**src/rtl/mem_rd_arbiter.sv**
```systemverilog
// Round-robin arbiter sharing one memory buffer reader command port among
// NUM_REQ requesters. The reader's output stream is routed back to the owning
// requester through a small FIFO of grant indices, one packet per acked command.
module mem_rd_arbiter #(
  parameter int NUM_REQ             = 4,
  parameter int REQ_IDX_WIDTH       = 2,
  parameter int ROUTE_FIFO_DEPTH    = 4,
  parameter int MEM_BUF_IDX_WIDTH   = 4,
  parameter int MEM_BEAT_ADDR_WIDTH = 16,
  parameter int AXI4S_DATA_WIDTH    = 32
) (
  input  logic                                     clk,
  input  logic                                     reset,
  input  logic [NUM_REQ*MEM_BUF_IDX_WIDTH-1:0]     req_buf_idx_in,
  input  logic [NUM_REQ*MEM_BEAT_ADDR_WIDTH-1:0]   req_addr_in,
  input  logic [NUM_REQ*MEM_BEAT_ADDR_WIDTH-1:0]   req_width_in,
  input  logic [NUM_REQ*MEM_BEAT_ADDR_WIDTH-1:0]   req_offset_in,
  input  logic [NUM_REQ*MEM_BEAT_ADDR_WIDTH-1:0]   req_count_in,
  input  logic [NUM_REQ*AXI4S_DATA_WIDTH-1:0]      req_header_in,
  input  logic [NUM_REQ-1:0]                       req_header_valid_in,
  input  logic [NUM_REQ-1:0]                       req_header_only_in,
  input  logic [NUM_REQ-1:0]                       req_valid_in,
  output logic [NUM_REQ-1:0]                       req_ack_out,
  output logic [AXI4S_DATA_WIDTH-1:0]              req_axis_tdata,
  output logic                                     req_axis_tlast,
  output logic [NUM_REQ-1:0]                       req_axis_tvalid,
  input  logic [NUM_REQ-1:0]                       req_axis_tready,
  output logic [MEM_BUF_IDX_WIDTH-1:0]             rd_buf_idx_out,
  output logic [MEM_BEAT_ADDR_WIDTH-1:0]           rd_addr_out,
  output logic [MEM_BEAT_ADDR_WIDTH-1:0]           rd_width_out,
  output logic [MEM_BEAT_ADDR_WIDTH-1:0]           rd_offset_out,
  output logic [MEM_BEAT_ADDR_WIDTH-1:0]           rd_count_out,
  output logic [AXI4S_DATA_WIDTH-1:0]              rd_header_out,
  output logic                                     rd_header_valid_out,
  output logic                                     rd_header_only_out,
  output logic                                     rd_valid_out,
  input  logic                                     rd_ack_in,
  input  logic [AXI4S_DATA_WIDTH-1:0]              rd_axis_tdata,
  input  logic                                     rd_axis_tlast,
  input  logic                                     rd_axis_tvalid,
  output logic                                     rd_axis_tready,
  output logic [REQ_IDX_WIDTH-1:0]                 grant_idx_out,
  output logic [REQ_IDX_WIDTH:0]                   fifo_level_out,
  output logic                                     route_err_out
);

  localparam int BW     = MEM_BUF_IDX_WIDTH;
  localparam int AW     = MEM_BEAT_ADDR_WIDTH;
  localparam int DW     = AXI4S_DATA_WIDTH;
  localparam int PTR_W  = REQ_IDX_WIDTH + 1;
  localparam int ADDR_W = (ROUTE_FIFO_DEPTH > 1) ? $clog2(ROUTE_FIFO_DEPTH) : 1;

  typedef enum logic [1:0] {ST_IDLE, ST_ISSUE, ST_RELEASE} state_t;

  state_t                   r_state, w_state_next;
  logic [REQ_IDX_WIDTH-1:0] r_last_grant, r_grant;
  logic [NUM_REQ-1:0]       r_ack;
  logic                     r_rd_valid;
  logic [BW-1:0]            r_buf_idx;
  logic [AW-1:0]            r_addr, r_width, r_offset, r_count;
  logic [DW-1:0]            r_header;
  logic                     r_header_valid, r_header_only;
  logic                     r_route_err;

  logic [REQ_IDX_WIDTH-1:0] r_fifo [ROUTE_FIFO_DEPTH];
  logic [PTR_W-1:0]         r_wr_ptr, r_rd_ptr, r_level;

  logic [BW-1:0]            w_buf_idx [NUM_REQ];
  logic [AW-1:0]            w_addr    [NUM_REQ];
  logic [AW-1:0]            w_width   [NUM_REQ];
  logic [AW-1:0]            w_offset  [NUM_REQ];
  logic [AW-1:0]            w_count   [NUM_REQ];
  logic [DW-1:0]            w_header  [NUM_REQ];

  logic [REQ_IDX_WIDTH-1:0] w_sel, w_cand, w_head;
  logic                     w_any, w_full, w_nonempty;
  logic                     w_load, w_push, w_pop;

  // Split the flat per-requester buses into indexable arrays.
  for (genvar gi = 0; gi < NUM_REQ; gi++) begin : g_slice
    assign w_buf_idx[gi] = req_buf_idx_in[gi*BW +: BW];
    assign w_addr[gi]    = req_addr_in[gi*AW +: AW];
    assign w_width[gi]   = req_width_in[gi*AW +: AW];
    assign w_offset[gi]  = req_offset_in[gi*AW +: AW];
    assign w_count[gi]   = req_count_in[gi*AW +: AW];
    assign w_header[gi]  = req_header_in[gi*DW +: DW];
  end

  assign w_full     = (r_level == PTR_W'(ROUTE_FIFO_DEPTH));
  assign w_nonempty = (r_level != '0);
  assign w_head     = r_fifo[r_rd_ptr[ADDR_W-1:0]];

  // Round-robin pick: scan downward so the closest requester above last grant wins.
  always_comb begin
    w_sel  = '0;
    w_any  = 1'b0;
    w_cand = '0;
    for (int k = NUM_REQ; k >= 1; k--) begin
      w_cand = REQ_IDX_WIDTH'((int'(r_last_grant) + k) % NUM_REQ);
      if (req_valid_in[w_cand]) begin
        w_sel = w_cand;
        w_any = 1'b1;
      end
    end
  end

  // Next-state logic; grants are held off while every route slot is taken.
  always_comb begin
    w_state_next = r_state;
    w_load       = 1'b0;
    w_push       = 1'b0;
    case (r_state)
      ST_IDLE: begin
        if (w_any && !w_full) begin
          w_load       = 1'b1;
          w_state_next = ST_ISSUE;
        end
      end
      ST_ISSUE: begin
        if (rd_ack_in) begin
          w_push       = 1'b1;
          w_state_next = ST_RELEASE;
        end
      end
      ST_RELEASE: w_state_next = ST_IDLE;
      default:    w_state_next = ST_IDLE;
    endcase
  end

  // State, captured command fields and the one-cycle requester ack.
  always_ff @(posedge clk or negedge reset) begin
    if (!reset) begin
      r_state        <= ST_IDLE;
      r_last_grant   <= REQ_IDX_WIDTH'(NUM_REQ - 1);
      r_grant        <= '0;
      r_ack          <= '0;
      r_rd_valid     <= 1'b0;
      r_buf_idx      <= '0;
      r_addr         <= '0;
      r_width        <= '0;
      r_offset       <= '0;
      r_count        <= '0;
      r_header       <= '0;
      r_header_valid <= 1'b0;
      r_header_only  <= 1'b0;
    end else begin
      r_state <= w_state_next;
      r_ack   <= '0;
      if (w_load) begin
        r_grant        <= w_sel;
        r_rd_valid     <= 1'b1;
        r_buf_idx      <= w_buf_idx[w_sel];
        r_addr         <= w_addr[w_sel];
        r_width        <= w_width[w_sel];
        r_offset       <= w_offset[w_sel];
        r_count        <= w_count[w_sel];
        r_header       <= w_header[w_sel];
        r_header_valid <= req_header_valid_in[w_sel];
        r_header_only  <= req_header_only_in[w_sel];
      end
      if (w_push) begin
        r_rd_valid   <= 1'b0;
        r_ack        <= NUM_REQ'(1) << r_grant;
        r_last_grant <= r_grant;
      end
    end
  end

  // Route FIFO storage; entry written behind any entry popped in the same cycle.
  always_ff @(posedge clk) begin
    if (w_push) r_fifo[r_wr_ptr[ADDR_W-1:0]] <= r_grant;
  end

  // Route FIFO pointers, occupancy and the sticky stray-beat error.
  always_ff @(posedge clk or negedge reset) begin
    if (!reset) begin
      r_wr_ptr    <= '0;
      r_rd_ptr    <= '0;
      r_level     <= '0;
      r_route_err <= 1'b0;
    end else begin
      if (w_push)
        r_wr_ptr <= (r_wr_ptr == PTR_W'(ROUTE_FIFO_DEPTH - 1)) ? '0 : r_wr_ptr + 1'b1;
      if (w_pop)
        r_rd_ptr <= (r_rd_ptr == PTR_W'(ROUTE_FIFO_DEPTH - 1)) ? '0 : r_rd_ptr + 1'b1;
      case ({w_push, w_pop})
        2'b10:   r_level <= r_level + 1'b1;
        2'b01:   r_level <= r_level - 1'b1;
        default: r_level <= r_level;
      endcase
      if (rd_axis_tvalid && !w_nonempty) r_route_err <= 1'b1;
    end
  end

  // Stream demux: only the FIFO head sees valid, and only its ready reaches the reader.
  for (genvar gi = 0; gi < NUM_REQ; gi++) begin : g_demux
    assign req_axis_tvalid[gi] = w_nonempty && rd_axis_tvalid && (w_head == REQ_IDX_WIDTH'(gi));
  end

  assign rd_axis_tready = w_nonempty && req_axis_tready[w_head];
  assign w_pop          = rd_axis_tvalid && rd_axis_tready && rd_axis_tlast;
  assign req_axis_tdata = rd_axis_tdata;
  assign req_axis_tlast = rd_axis_tlast;

  assign req_ack_out         = r_ack;
  assign rd_buf_idx_out      = r_buf_idx;
  assign rd_addr_out         = r_addr;
  assign rd_width_out        = r_width;
  assign rd_offset_out       = r_offset;
  assign rd_count_out        = r_count;
  assign rd_header_out       = r_header;
  assign rd_header_valid_out = r_header_valid;
  assign rd_header_only_out  = r_header_only;
  assign rd_valid_out        = r_rd_valid;
  assign grant_idx_out       = r_grant;
  assign fifo_level_out      = r_level;
  assign route_err_out       = r_route_err;

endmodule

```
**config.mk**
```make
export PLATFORM = sky130hd
export DESIGN_NAME = mem_rd_arbiter
export DESIGN_NICKNAME = d
export VERILOG_FILES = /design/src/rtl/mem_rd_arbiter.sv
export SDC_FILE = /design/constraint.sdc
export NUM_CORES = 1
export LEC_CHECK = 0
export BUFFER_PORTS_ARGS = -buffer_cell sky130_fd_sc_hd__clkbuf_2
export CAP_MARGIN = 0
export CORE_AREA = 2 2 237 239
export DETAILED_ROUTE_END_ITERATION = 10
export DIE_AREA = 0 0 239 241
export PLACE_DENSITY_LB_ADDON = 0.25
export SYNTH_ARGS = -nofsm -noshare
export SYNTH_HDL_FRONTEND = slang
export SYNTH_SLANG_ARGS = --single-unit
```
**constraint.sdc**
```tcl
create_clock -name clk -period 6.1 [get_ports clk]
set_input_delay 0.305 -clock clk [delete_from_list [all_inputs] [get_ports clk]]
set_output_delay 0.305 -clock clk [all_outputs]
set_load 0.005 [all_outputs]
```
# After elaboration in Yosys (flattened, before gate mapping)
# Memories as Yosys holds them, arrays and structs flattened.
# Cells that the tools add are included.
# word_totals
wordCells	119
reg_bits	123
mem_count	1
mem_bits_rw	8
output_inout_bits	151
# mem_list
memory	depth	width	rd	rd_ports_with_merged_regs	write_ports	line	rtl
r_fifo	4	2	1	0	1	65	logic [REQ_IDX_WIDTH-1:0] r_fifo [ROUTE_FIFO_DEPTH];
# op_classes
muxes	55
eq_ne	11
bitwise_logic	1
addsub	8
n_reduce_logical	18
n_lt_le_gt_ge	7
shifts	1
# op_table
cell	count
$bmux 16 s2	4
$mux 16	8
$bmux 32 s2	1
$mux 32	2
$mux 1	19
$lt 2x3->1 const B	6
$bmux 1 s2	7
$mux 2	6
$mux 4	3
$logic_and 1x1->1	10
$add 3x1->3 const B	3
$bmux 4 s2	1
$eq 2x1->1 const B	3
$eq 2x2->1 const B	3
$eq 3x2->1 const B	2
$mux 3	2
$pmux 3 s2	1
$add 2x1->2 const B	2
$add 2x2->2 const B	2
$logic_not 2->1	2
$ne 2x2->1 const B	2
$pmux 2 s2	1
$reduce_bool 2->1	2
$shl 1x2->4 const A	1
other kinds (7)	8

# Logic depth before layout (Yosys ltp)
# Gate-level depths: netlist of run 1.
# depth
word_depth	12
ltp_mapped	11
depth_no_buf	10

# Least setup slack after synthesis of run 1
# Ideal clock, no wire load.
# synth_path
kind	reg-to-reg
from	register r_rd_ptr[0]
to	register r_level[2] (netlist: fifo_level_out[2])
setup_ps	79
required_time_ps	6021
path_stages_with_launch	12
t_arrival_ps	2501
path_buffers	1
path_slack_ps	3519
path_cell_list	dfrtp_1 > mux4_2 > mux2i_1 > mux2i_1 > and3_1 > buf_6 > ha_1 > inv_1 > fa_1 > xor2_1 > nor2_1 > xor2_1
# synth_between
elab_chain_len	8
elab_cells_between_ends	10
cone_classes	eq/ne: 2; mux: 3; reduce/logical: 4; memory: 1
# synth_lines
item	line	rtl
start: declaration	66	logic [PTR_W-1:0] r_wr_ptr, r_rd_ptr, r_level;
start signal: assignment	185	r_rd_ptr <= (r_rd_ptr == PTR_W'(ROUTE_FIFO_DEPTH - 1)) ? '0 : r_rd_ptr + 1'b1;
$mem_v2 4x2 (*)	--	
$bmux 1 s2 (*)	200	assign rd_axis_tready = w_nonempty && req_axis_tready[w_head];
$mux 1 (implied by the code) (*)	200	
$logic_and 1x1->1 (*)	200	
$logic_and 1x1->1 (*) (2 in series)	201	assign w_pop = rd_axis_tvalid && rd_axis_tready && rd_axis_tlast;
net w_pop	77	logic w_load, w_push, w_pop;
$eq 2x1->1 / $eq 2x2->1 (equally long branches)	186	case ({w_push, w_pop})
$pmux 3 s2 / $reduce_bool 2->1 (equally long branches)	--	
end signal: assignment	187	2'b10: r_level <= r_level + 1'b1;
end signal: assignment	188	2'b01: r_level <= r_level - 1'b1;
end signal: assignment	189	default: r_level <= r_level;
end: declaration	66	
# Mark *: on every way through the listed nets, which the timed path passes. The rest lies on a longest branch. The select of a mux whose other input is x is not followed.
# A chain may end at the register's enable or synchronous reset.

# Final worst setup path of run 1
# layout_path
from	register r_level[2] (netlist: fifo_level_out[2])
to	register r_count[8] (netlist: rd_count_out[8])
# layout_between
elab_chain_len	5
# layout_lines
item	line	rtl
$eq 3x3->1	89	assign w_full = (r_level == PTR_W'(ROUTE_FIFO_DEPTH));
$logic_not 1->1	114	if (w_any && !w_full) begin
$logic_and 1x1->1	114	
$mux 1	114	
$mux 1	112	case (r_state)
end signal: assignment	156	r_count <= w_count[w_sel];
end: declaration	60	logic [AW-1:0] r_addr, r_width, r_offset, r_count;
# No other way between the ends.

==> results of run 1 <==
[through the flow]
stage	utilization, %	std cells
after floorplan	-	955
after global placement	22.0	2087
after detailed placement	22.0	2087
after CTS	23.0	2120
after global routing	23.0	2121
final	23.0	2121
[area by class of cell]
type                       instances  area, um^2
multi-input combinational        588        4590
antenna                            1        2.50
inverter                         112         420
clock buffer                      17         425
tap                              704         881
timing repair buffer             553        2860
clock inverter                    15         143
sequential                       131        3320
fill                            6094       42200
[power by group through the flow]
stage | logic [uW] | registers (uW) | clock network (uW)
finish | 3170 | 1580 | 1030
global route | 3520 | 1630 | 1110
CTS | 3260 | 1580 | 1080
detailed placement | 3250 | 1590 | 0
global placement | 3220 | 1590 | 0
floorplan | 2080 | 1570 | 0
[flip-flops by register name, summed over array words and instances (netlist names), 4 cells and up]
| signal | count |
|---|---|
| rd_buf_idx_out | 4 |
| r_fifo | 8 |
| rd_width_out | 16 |
| rd_header_out | 32 |
| rd_count_out | 16 |
| rd_offset_out | 16 |
| req_ack_out | 4 |
| rd_addr_out | 16 |
[layer usage]
| metal | track usage [%] | vias to the layer above | share of wire, % |
|---|---|---|---|
| li1 | - | 4336 | - |
| met5 | 0 | - | 0 |
| met3 | 3.45 | 48 | 5.6 |
| met2 | 24.1 | 362 | 51 |
| met1 | 15.3 | 4382 | 41 |
| met4 | 5.81 | 0 | 2.6 |
[worst max-delay path, delay by kind of cell, from the launching register on]
kind	cells	cell delay (ns)
AO/OA/AOI/OAI	2	0.35
buffers and inverters	1	0.48
AND/OR/NAND/NOR	3	1.81
flip-flops	1	0.41
[synth_stat cells (2+ instances only)]
| cell type | count | area (um^2) |
|---|---|---|
| nand2_1 | 10 | 37.5 |
| o21ai_0 | 7 | 35.0 |
| mux2i_1 | 106 | 1060 |
| buf_6 | 8 | 90.1 |
| buf_4 | 39 | 293 |
| and3_1 | 3 | 18.8 |
| nor2_1 | 112 | 420 |
| and2_1 | 3 | 18.8 |
| o21ai_1 | 2 | 10.0 |
| nand2b_1 | 3 | 18.8 |
| inv_1 | 111 | 417 |
| nor2b_1 | 5 | 31.3 |
| clkbuf_1 | 41 | 154 |
| nor3_1 | 3 | 15.0 |
| edfxtp_1 | 8 | 240 |
| a211oi_1 | 125 | 938 |
| ha_1 | 6 | 75.1 |
| a211oi_2 | 79 | 988 |
| a21o_1 | 2 | 15.0 |
| nor3b_1 | 2 | 15.0 |
| a21oi_1 | 3 | 15.0 |
| xor2_1 | 2 | 17.5 |
| dfstp_2 | 2 | 52.6 |
| buf_1 | 6 | 22.5 |
| dfrtp_1 | 121 | 3030 |
| buf_2 | 29 | 145 |
| mux2_4 | 2 | 30.0 |
| a31oi_1 | 102 | 638 |
[repair_timing]
item                      CTS  global route
hold endpoints to repair   66             0
setup buffers               0             0
hold buffers                1             0
[worst max-delay path by stage]
stage,slack [ns],cells past startpoint,from,end
floorplan,3.52,11,r_rd_ptr[0],fifo_level_out[2]
global placement,2.67,6,fifo_level_out[2],rd_addr_out[15]
detailed placement,2.74,6,fifo_level_out[2],rd_count_out[8]
CTS,2.72,6,fifo_level_out[2],rd_count_out[8]
global route,2.49,6,fifo_level_out[2],rd_addr_out[15]
finish,2.80,6,fifo_level_out[2],rd_count_out[8]
[logic make-up (layout without fill, tap and decap cells)]
kind of cell	count (synthesis)	in the layout	share of synthesized area [%]
other	0	1	0
multiplexers	110	110	12.7
buffers and inverters	236	697	12.7
XOR/XNOR	3	3	0.292
AND/OR/NAND/NOR	146	146	6.95
adder cells (fa/ha/maj)	7	7	1.06
AO/OA/AOI/OAI	322	322	29.5
flip-flops	131	131	36.9
==> results.sh, run 1 <==
export IMPL_cts_htree_levels=4
export IMPL_grt_use_total_pct=13.5
export IMPL_path_class="flop to flop"
export IMPL_status="completed"
export IMPL_fin_ws_ns=2.80
export IMPL_first_global_vias=9594
export IMPL_period_needed_ns=3.30
export IMPL_cts_tree="done"
export IMPL_finalMaxSlewViolations=0
export IMPL_wire_per_inst_um=18.8
export IMPL_synth_area_um2=9000
export IMPL_drive_gt1_share_pct=47.5
export IMPL_grt_max_degree=103
export IMPL_synth_cell_types=41
export IMPL_ys_ff_latch=131
export IMPL_globalplace_congestion=0.761
export IMPL_cts_resized=0
export IMPL_p_int_uw=3200
export IMPL_finalCritPeriodShare_pct=54.2
export IMPL_root_buffer="clkbuf_16"
export IMPL_seq_power_share_pct=27.3
export IMPL_swShare_pct=44.7
export IMPL_drt_antenna_violating_nets=0
export IMPL_area_growth_pct=40.5
export IMPL_yosysWarnings=0
export IMPL_syn_area_per_cell_um2=9.43
export IMPL_firstDrtPassIters=6
export IMPL_pwr_share_clk_pct=17.9
export IMPL_power_density_nw_per_um2=457
export IMPL_fin_worst_skew_ns=0.00885
export IMPL_rsz0062_at_grt="no"
export IMPL_synthArstFlopShare_pct=93.9
export IMPL_holdWs_ns=0.0576
export IMPL_core_area_um2=54900
export IMPL_cts_num_sinks=131
export IMPL_start_kind="flop"
export IMPL_die_h_um=241
export IMPL_regToRegStartpoint="fifo_level_out[2]"
export IMPL_cp_end_kind="flop"
export IMPL_die_x_um=239
export IMPL_ys_flop_type="dfrtp_1"
export IMPL_synthCells=955
export IMPL_hold_viol_final=0
export IMPL_vias_per_cell=4.30
export IMPL_crit_fanout=53
export IMPL_cts_buffer_depth=2
export IMPL_drc=0
export IMPL_routed_via_count=9128
export IMPL_slowest_delay_ns=0.83
export IMPL_grt_remaining_overflow=0
export IMPL_synth_edf_count=8
export IMPL_dp_hpwl_mm=28.3
export IMPL_fin_nets=1863
export IMPL_p_comb_share_pct=54.9
export IMPL_min_to="r_state[0]"
export IMPL_p_leak_uw=0.00613
export IMPL_post_place_ws_ns=2.74
export IMPL_max_freq_mhz=303
export IMPL_dpl_cell_area_um2=12100
export IMPL_final_area_um2=12600
export IMPL_die_area_um2=57600
export IMPL_maxCapViolations=0
export IMPL_hp_class="primary input to flop"
export IMPL_antenna_found_initial=2
export IMPL_p_switching_uw=2580
export IMPL_finalPower_uw=5780
export IMPL_port_buffer_count=539
export IMPL_worst_skew_pair_late_latency_ns=0.47
export IMPL_syn_nets=1415
export IMPL_crit_chain="nor3b_1 -> and3b_4 -> nand3_4 -> buf_12 -> a211oi_1 -> a211oi_2"
export IMPL_cp_arrival_ns=3.60
export IMPL_numCtsBuffers=17
export IMPL_cts_clk_slew_worst_paths_ns=0.06
export IMPL_reg2reg_depth=6
export IMPL_finalSetupViolations=0
export IMPL_final_common_cell="clkbuf_2"
export IMPL_fin_setup_tns_ns=0
export IMPL_initial_core_util_pct=16.4
export IMPL_slowest_stage="and3b_4"
export IMPL_timing_rr_end="rd_count_out[8]"
export IMPL_row_count=86
export IMPL_dr_first_iter_drc_count=341
export IMPL_layout_common_cells="clkbuf_2, a211oi_1, dfrtp_1"
export IMPL_slew_headroom_pct=28.0
export IMPL_reg2reg_setup_slack_ns=2.80
export IMPL_ios=604
export IMPL_max_vdd_ir_drop_mv=0.285
export IMPL_cp_required_ns=6.40
export IMPL_worst_pin_slew_ns=1.08
export IMPL_grt_pass1_wl_mm=57.8
export IMPL_hp_start="rd_ack_in"
export IMPL_hold_depth=2
export IMPL_ys_seq_area_share_pct=36.9
export IMPL_finalWirelength_mm=39.9
(Power assumes the default switching activity.)
==> inputs of run 2 (changes only) <==
==> constraint.sdc (replaced) <==
create_clock -name clk -period 3.2 [get_ports clk]
set_input_delay 0.16 -clock clk [delete_from_list [all_inputs] [get_ports clk]]
set_output_delay 0.16 -clock clk [all_outputs]
set_load 0.005 [all_outputs]
==> results.sh, run 2 (synthesis gave the netlist of run 1 again) <==
export IMPL_status="completed"
export IMPL_worst_pin_slew_ns=0.682
export IMPL_fin_ws_ns=0.179
export IMPL_finalNonFillerCells=2251
export IMPL_hp_class="primary input to flop"
export IMPL_cts_htree_levels=4
export IMPL_wire_per_inst_um=17.5
export IMPL_die_area_um2=57600
export IMPL_cts_num_sinks=131
export IMPL_maxCapViolations=0
export IMPL_power_density_nw_per_um2=826
export IMPL_drt_antenna_violating_nets=0
export IMPL_fin_worst_skew_ns=0.0112
export IMPL_routed_via_count=9721
export IMPL_numCtsBuffers=17
export IMPL_fin_nets=1994
export IMPL_path_class="flop to flop"
export IMPL_drive_gt1_share_pct=45.1
export IMPL_n_antenna_cell=0
export IMPL_grt_max_degree=104
export IMPL_placed_cells=2109
export IMPL_start_kind="flop"
export IMPL_holdWs_ns=0.0357
export IMPL_row_count=86
export IMPL_hold_viol_final=0
export IMPL_worst_skew_pair_late_latency_ns=0.48
export IMPL_grt_remaining_overflow=0
export IMPL_largest_register_ffs=32
export IMPL_grt_use_total_pct=13.3
export IMPL_cp_required_ns=3.56
export IMPL_seq_area_um2=3320
export IMPL_vias_per_cell=4.32
export IMPL_layout_common_cells="clkbuf_2, a211oi_1, dfrtp_1"
export IMPL_period_needed_ns=3.02
export IMPL_finalCritPeriodShare_pct=94.4
export IMPL_final_common_cell="clkbuf_2"
export IMPL_slew_headroom_pct=54.5
export IMPL_drc=0
export IMPL_core_area_um2=54900
export IMPL_p_leak_uw=0.00674
export IMPL_die_h_um=241
export IMPL_finalWirelength_mm=39.5
export IMPL_multi_input_area_um2=4590
export IMPL_globalplace_congestion=0.778
export IMPL_dpl_cell_area_um2=12300
export IMPL_fill_cells=5984
export IMPL_cts_tree="done"
export IMPL_ios=604
export IMPL_port_buffer_count=539
export IMPL_finalMaxSlewViolations=0
export IMPL_final_area_um2=14000
export IMPL_cp_end_kind="flop"
export IMPL_max_freq_mhz=331
export IMPL_area_growth_pct=55.7
export IMPL_fin_setup_tns_ns=0
export IMPL_antenna_found_initial=2
export IMPL_cp_arrival_ns=3.38
export IMPL_cts_buffer_depth=2
export IMPL_dp_hpwl_mm=27.5
export IMPL_cts_resized=0
export IMPL_max_vdd_ir_drop_mv=0.611
export IMPL_first_global_vias=10200
export IMPL_root_buffer="clkbuf_16"
export IMPL_grt_pass1_wl_mm=57.4
export IMPL_rsz0062_at_grt="no"
export IMPL_initial_core_util_pct=16.4
export IMPL_die_x_um=239
export IMPL_dr_first_iter_drc_count=322
export IMPL_firstDrtPassIters=5
export IMPL_post_place_ws_ns=0.326
export IMPL_crit_fanout=15
export IMPL_cts_clk_slew_worst_paths_ns=0.06
export IMPL_finalSetupViolations=0
==> run 2: cell count changes in the layout (fill, tap and decap cells not counted) <==
cell	previous run	this run
buf_12	4	12
clkinv_4	3	5
diode_2	1	0
clkbuf_1	0	1
inv_6	0	3
clkinv_1	4	1
clkinvlp_4	4	2
buf_4	9	23
clkinv_2	3	2
dlygate4sd3_1	1	110
==> run 2: where the power goes <==
part	internal [uW]	switching (uW)	leakage (uW)
combinational	2880	3670	0.00500
sequential	2500	482	0.00146
clock	1150	893	0.000281
==> run 2: repair_timing <==
action,in CTS,in global routing
hold buffers,110,0
setup buffers,0,0
endpoints found under the hold margin,134,0
==> run 2: worst paths after layout <==
kind	from	endpoint	slack (ns)	depth (start not counted)
setup / recovery	r_last_grant[0]	rd_header_out[17]	0.18	8
min in group asynchronous	reset	rd_header_valid_out	0.23	2
hold / removal	req_header_in[11]	rd_header_out[11]	0.04	3
hold reg to reg	route_err_out	route_err_out	0.46	1
setup reg to reg	r_last_grant[0]	rd_header_out[17]	0.18	8
max in group asynchronous	reset	rd_addr_out[9]	2.21	3
==> run 2: area by class of cell <==
cell class / count / share of cell area (%)
tap: 704 / 6.28
clock buffer: 18 / 3.06
timing repair buffer: 684 / 30.1
clock inverter: 14 / 1.11
multi-input combinational: 588 / 32.8
inverter: 112 / 3.00
sequential: 131 / 23.7
==> run 2: critical path, cell delays in order, from the launching register on <==
cell and delay [ns]:
dfstp_2 0.53, nand2b_1 0.15, a21o_4 0.15, and3_4 0.41, buf_4 0.25, mux2i_1 0.20
dlygate4sd3_1 0.57, a211oi_1 0.06, dlygate4sd3_1 0.57
==> run 2: layer usage <==
metal,part of all wire [%],GRT usage (%),vias up
met2,50,23.6,397
li1,-,-,4607
met5,0.071,0,-
met3,6.2,3.37,68
met1,41,15.0,4645
met4,3.3,6.31,4
==> run 2: stage by stage <==
step | utilization (%) | power (uW)
floorplan | - | 6960
global placement | 22.5 | 9390
detailed placement | 22.5 | 9460
CTS | 25.5 | 11800
global route | 25.5 | 12500
finish | 25.5 | 11600
==> inputs of run 3 (changes only) <==
--- a/config.mk
+++ b/config.mk
@@ -11,6 +11,7 @@
 export DETAILED_ROUTE_END_ITERATION = 10
 export DIE_AREA = 0 0 239 241
 export PLACE_DENSITY_LB_ADDON = 0.25
+export RECOVER_POWER = 50
 export SYNTH_ARGS = -nofsm -noshare
 export SYNTH_HDL_FRONTEND = slang
 export SYNTH_SLANG_ARGS = --single-unit
==> constraint.sdc (replaced) <==
create_clock -name clk -period 3.2 [get_ports clk]
set_input_delay 0.32 -clock clk [delete_from_list [all_inputs] [get_ports clk]]
set_output_delay 0.32 -clock clk [all_outputs]
set_load 0.005 [all_outputs]
==> results.sh, run 3 (synthesis gave the netlist of run 1 again) <==
export IMPL_status="finished with violations"
export IMPL_violations="capacitance limit, slew limit"
export IMPL_numCtsBuffers=17
export IMPL_worst_skew_pair_late_latency_ns=0.47
export IMPL_dr_first_iter_drc_count=337
export IMPL_finalSetupViolations=0
export IMPL_n_antenna_cell=0
export IMPL_hold_viol_final=0
export IMPL_holdWs_ns=0.0717
export IMPL_routed_via_count=9160
export IMPL_finalWirelength_mm=38.9
export IMPL_fin_util_pct=23.4
export IMPL_cp_end_kind="flop"
export IMPL_finalCritPeriodShare_pct=89.0
export IMPL_port_buffer_count=539
export IMPL_max_vdd_ir_drop_mv=0.405
export IMPL_grt_max_degree=103
export IMPL_worst_pin_slew_ns=1.79
export IMPL_ios=604
export IMPL_met3_usage_pct=3.36
export IMPL_core_area_um2=54900
export IMPL_grtUsageMet2_pct=23.2
export IMPL_grtUsageMet1_pct=14.9
export IMPL_firstDrtPassIters=4
export IMPL_maxCapViolations=1
export IMPL_drc=0
export IMPL_fin_ws_ns=0.352
export IMPL_finalMaxSlewViolations=62
export IMPL_vias_per_cell=4.29
export IMPL_grt_busiest_layer="met2"
export IMPL_grt_pass1_wl_mm=56.5
export IMPL_grt_remaining_overflow=0
export IMPL_cts_buffer_depth=2
export IMPL_die_h_um=241
export IMPL_cts_htree_levels=4
export IMPL_period_needed_ns=2.85
export IMPL_dp_hpwl_mm=28.2
export IMPL_post_place_ws_ns=0.383
export IMPL_first_global_vias=9538
export IMPL_cp_required_ns=3.58
export IMPL_fin_nets=1876
export IMPL_finalPower_uw=11300
export IMPL_layout_common_cells="clkbuf_2, a211oi_1, dfrtp_1"
export IMPL_drt_antenna_violating_nets=0
export IMPL_cp_arrival_ns=3.23
export IMPL_wire_per_inst_um=18.3
export IMPL_globalplace_congestion=0.771
export IMPL_root_buffer="clkbuf_16"
export IMPL_fin_worst_skew_ns=0.00975
export IMPL_row_count=86
export IMPL_largest_register_ffs=32
export IMPL_crit_fanout=6
export IMPL_hp_class="primary input to flop"
export IMPL_rsz0062_at_grt="no"
export IMPL_grt_use_total_pct=13.2
export IMPL_cts_num_sinks=131
export IMPL_slew_headroom_pct=-19.5
export IMPL_cts_clk_slew_worst_paths_ns=0.06
export IMPL_cts_resized=0
export IMPL_die_area_um2=57600
export IMPL_power_density_nw_per_um2=884
export IMPL_final_common_cell="clkbuf_2"
export IMPL_max_freq_mhz=351
export IMPL_antenna_found_initial=2
export IMPL_die_x_um=239
export IMPL_area_growth_pct=42.4
export IMPL_start_kind="flop"
export IMPL_drive_gt1_share_pct=45.6
export IMPL_initial_core_util_pct=16.4
export IMPL_fin_setup_tns_ns=0
export IMPL_path_class="flop to flop"
export IMPL_cts_tree="done"
export IMPL_p_leak_uw=0.00616
run 3: cell count changes in the layout (fill, tap and decap cells not counted), sizes merged:
cell	previous run	this run
dlygate4sd3	110	1
buf	36	23
clkbuf	556	563
bufinv	2	5
inv	114	111
clkinv	8	6
clkinvlp	2	1
run 3: power by group:
group          switching (uW)  leakage (uW)  internal (uW)
clock                     795      0.000300           1370
sequential                475       0.00146           2510
combinational            3640       0.00440           2560
total                    4910       0.00616           6440
run 3: cell type report:
class | count | area, um^2
multi-input cells | 588 | 4590
clock inverters | 11 | 184
repair buffers | 566 | 2980
clock buffers | 21 | 440
flip-flops and latches | 131 | 3320
well taps | 704 | 881
inverters | 112 | 420
fillers | 6052 | 42100
run 3: critical path: stages, from the launching register on:
cell and delay [ns]:
dfrtp_1 0.45, mux4_2 0.62, mux2i_1 0.15, mux2i_1 0.16, and3_1 0.31, ha_1 0.23
inv_1 0.06, fa_1 0.37, xor2_1 0.15, nor2_1 0.12, xor2_1 0.16
run 3: path summary, 6_finish.rpt:
path                           startpoint                 to  slack [ns]  cells past startpoint
min in group asynchronous           reset   rd_count_out[15]        0.87                      2
hold / removal             rd_axis_tvalid      route_err_out        0.07                      2
max in group asynchronous           reset   rd_count_out[13]        0.66                      3
setup / recovery              r_rd_ptr[0]  fifo_level_out[2]        0.35                     10
hold reg to reg             route_err_out      route_err_out        0.46                      1
setup reg to reg              r_rd_ptr[0]  fifo_level_out[2]        0.35                     10
run 3: metrics by stage:
step | instance area [um^2] | std cells
after floorplan | 9000 | 955
after global placement | 12300 | 2100
after detailed placement | 12300 | 2100
after CTS | 12900 | 2133
after global routing | 12800 | 2133
final | 12800 | 2133
run 3: repair_timing:
item / in CTS / in global routing
buffers inserted: 0 / 0
endpoints found under the hold margin: 59 / 0
hold buffers: 1 / 0
run 3: per-layer routing:
layer | vias up | wire length (um)
li1 | 4372 | -
met1 | 4351 | 15800
met2 | 370 | 19500
met3 | 63 | 2470
met4 | 4 | 1150
met5 | - | 18
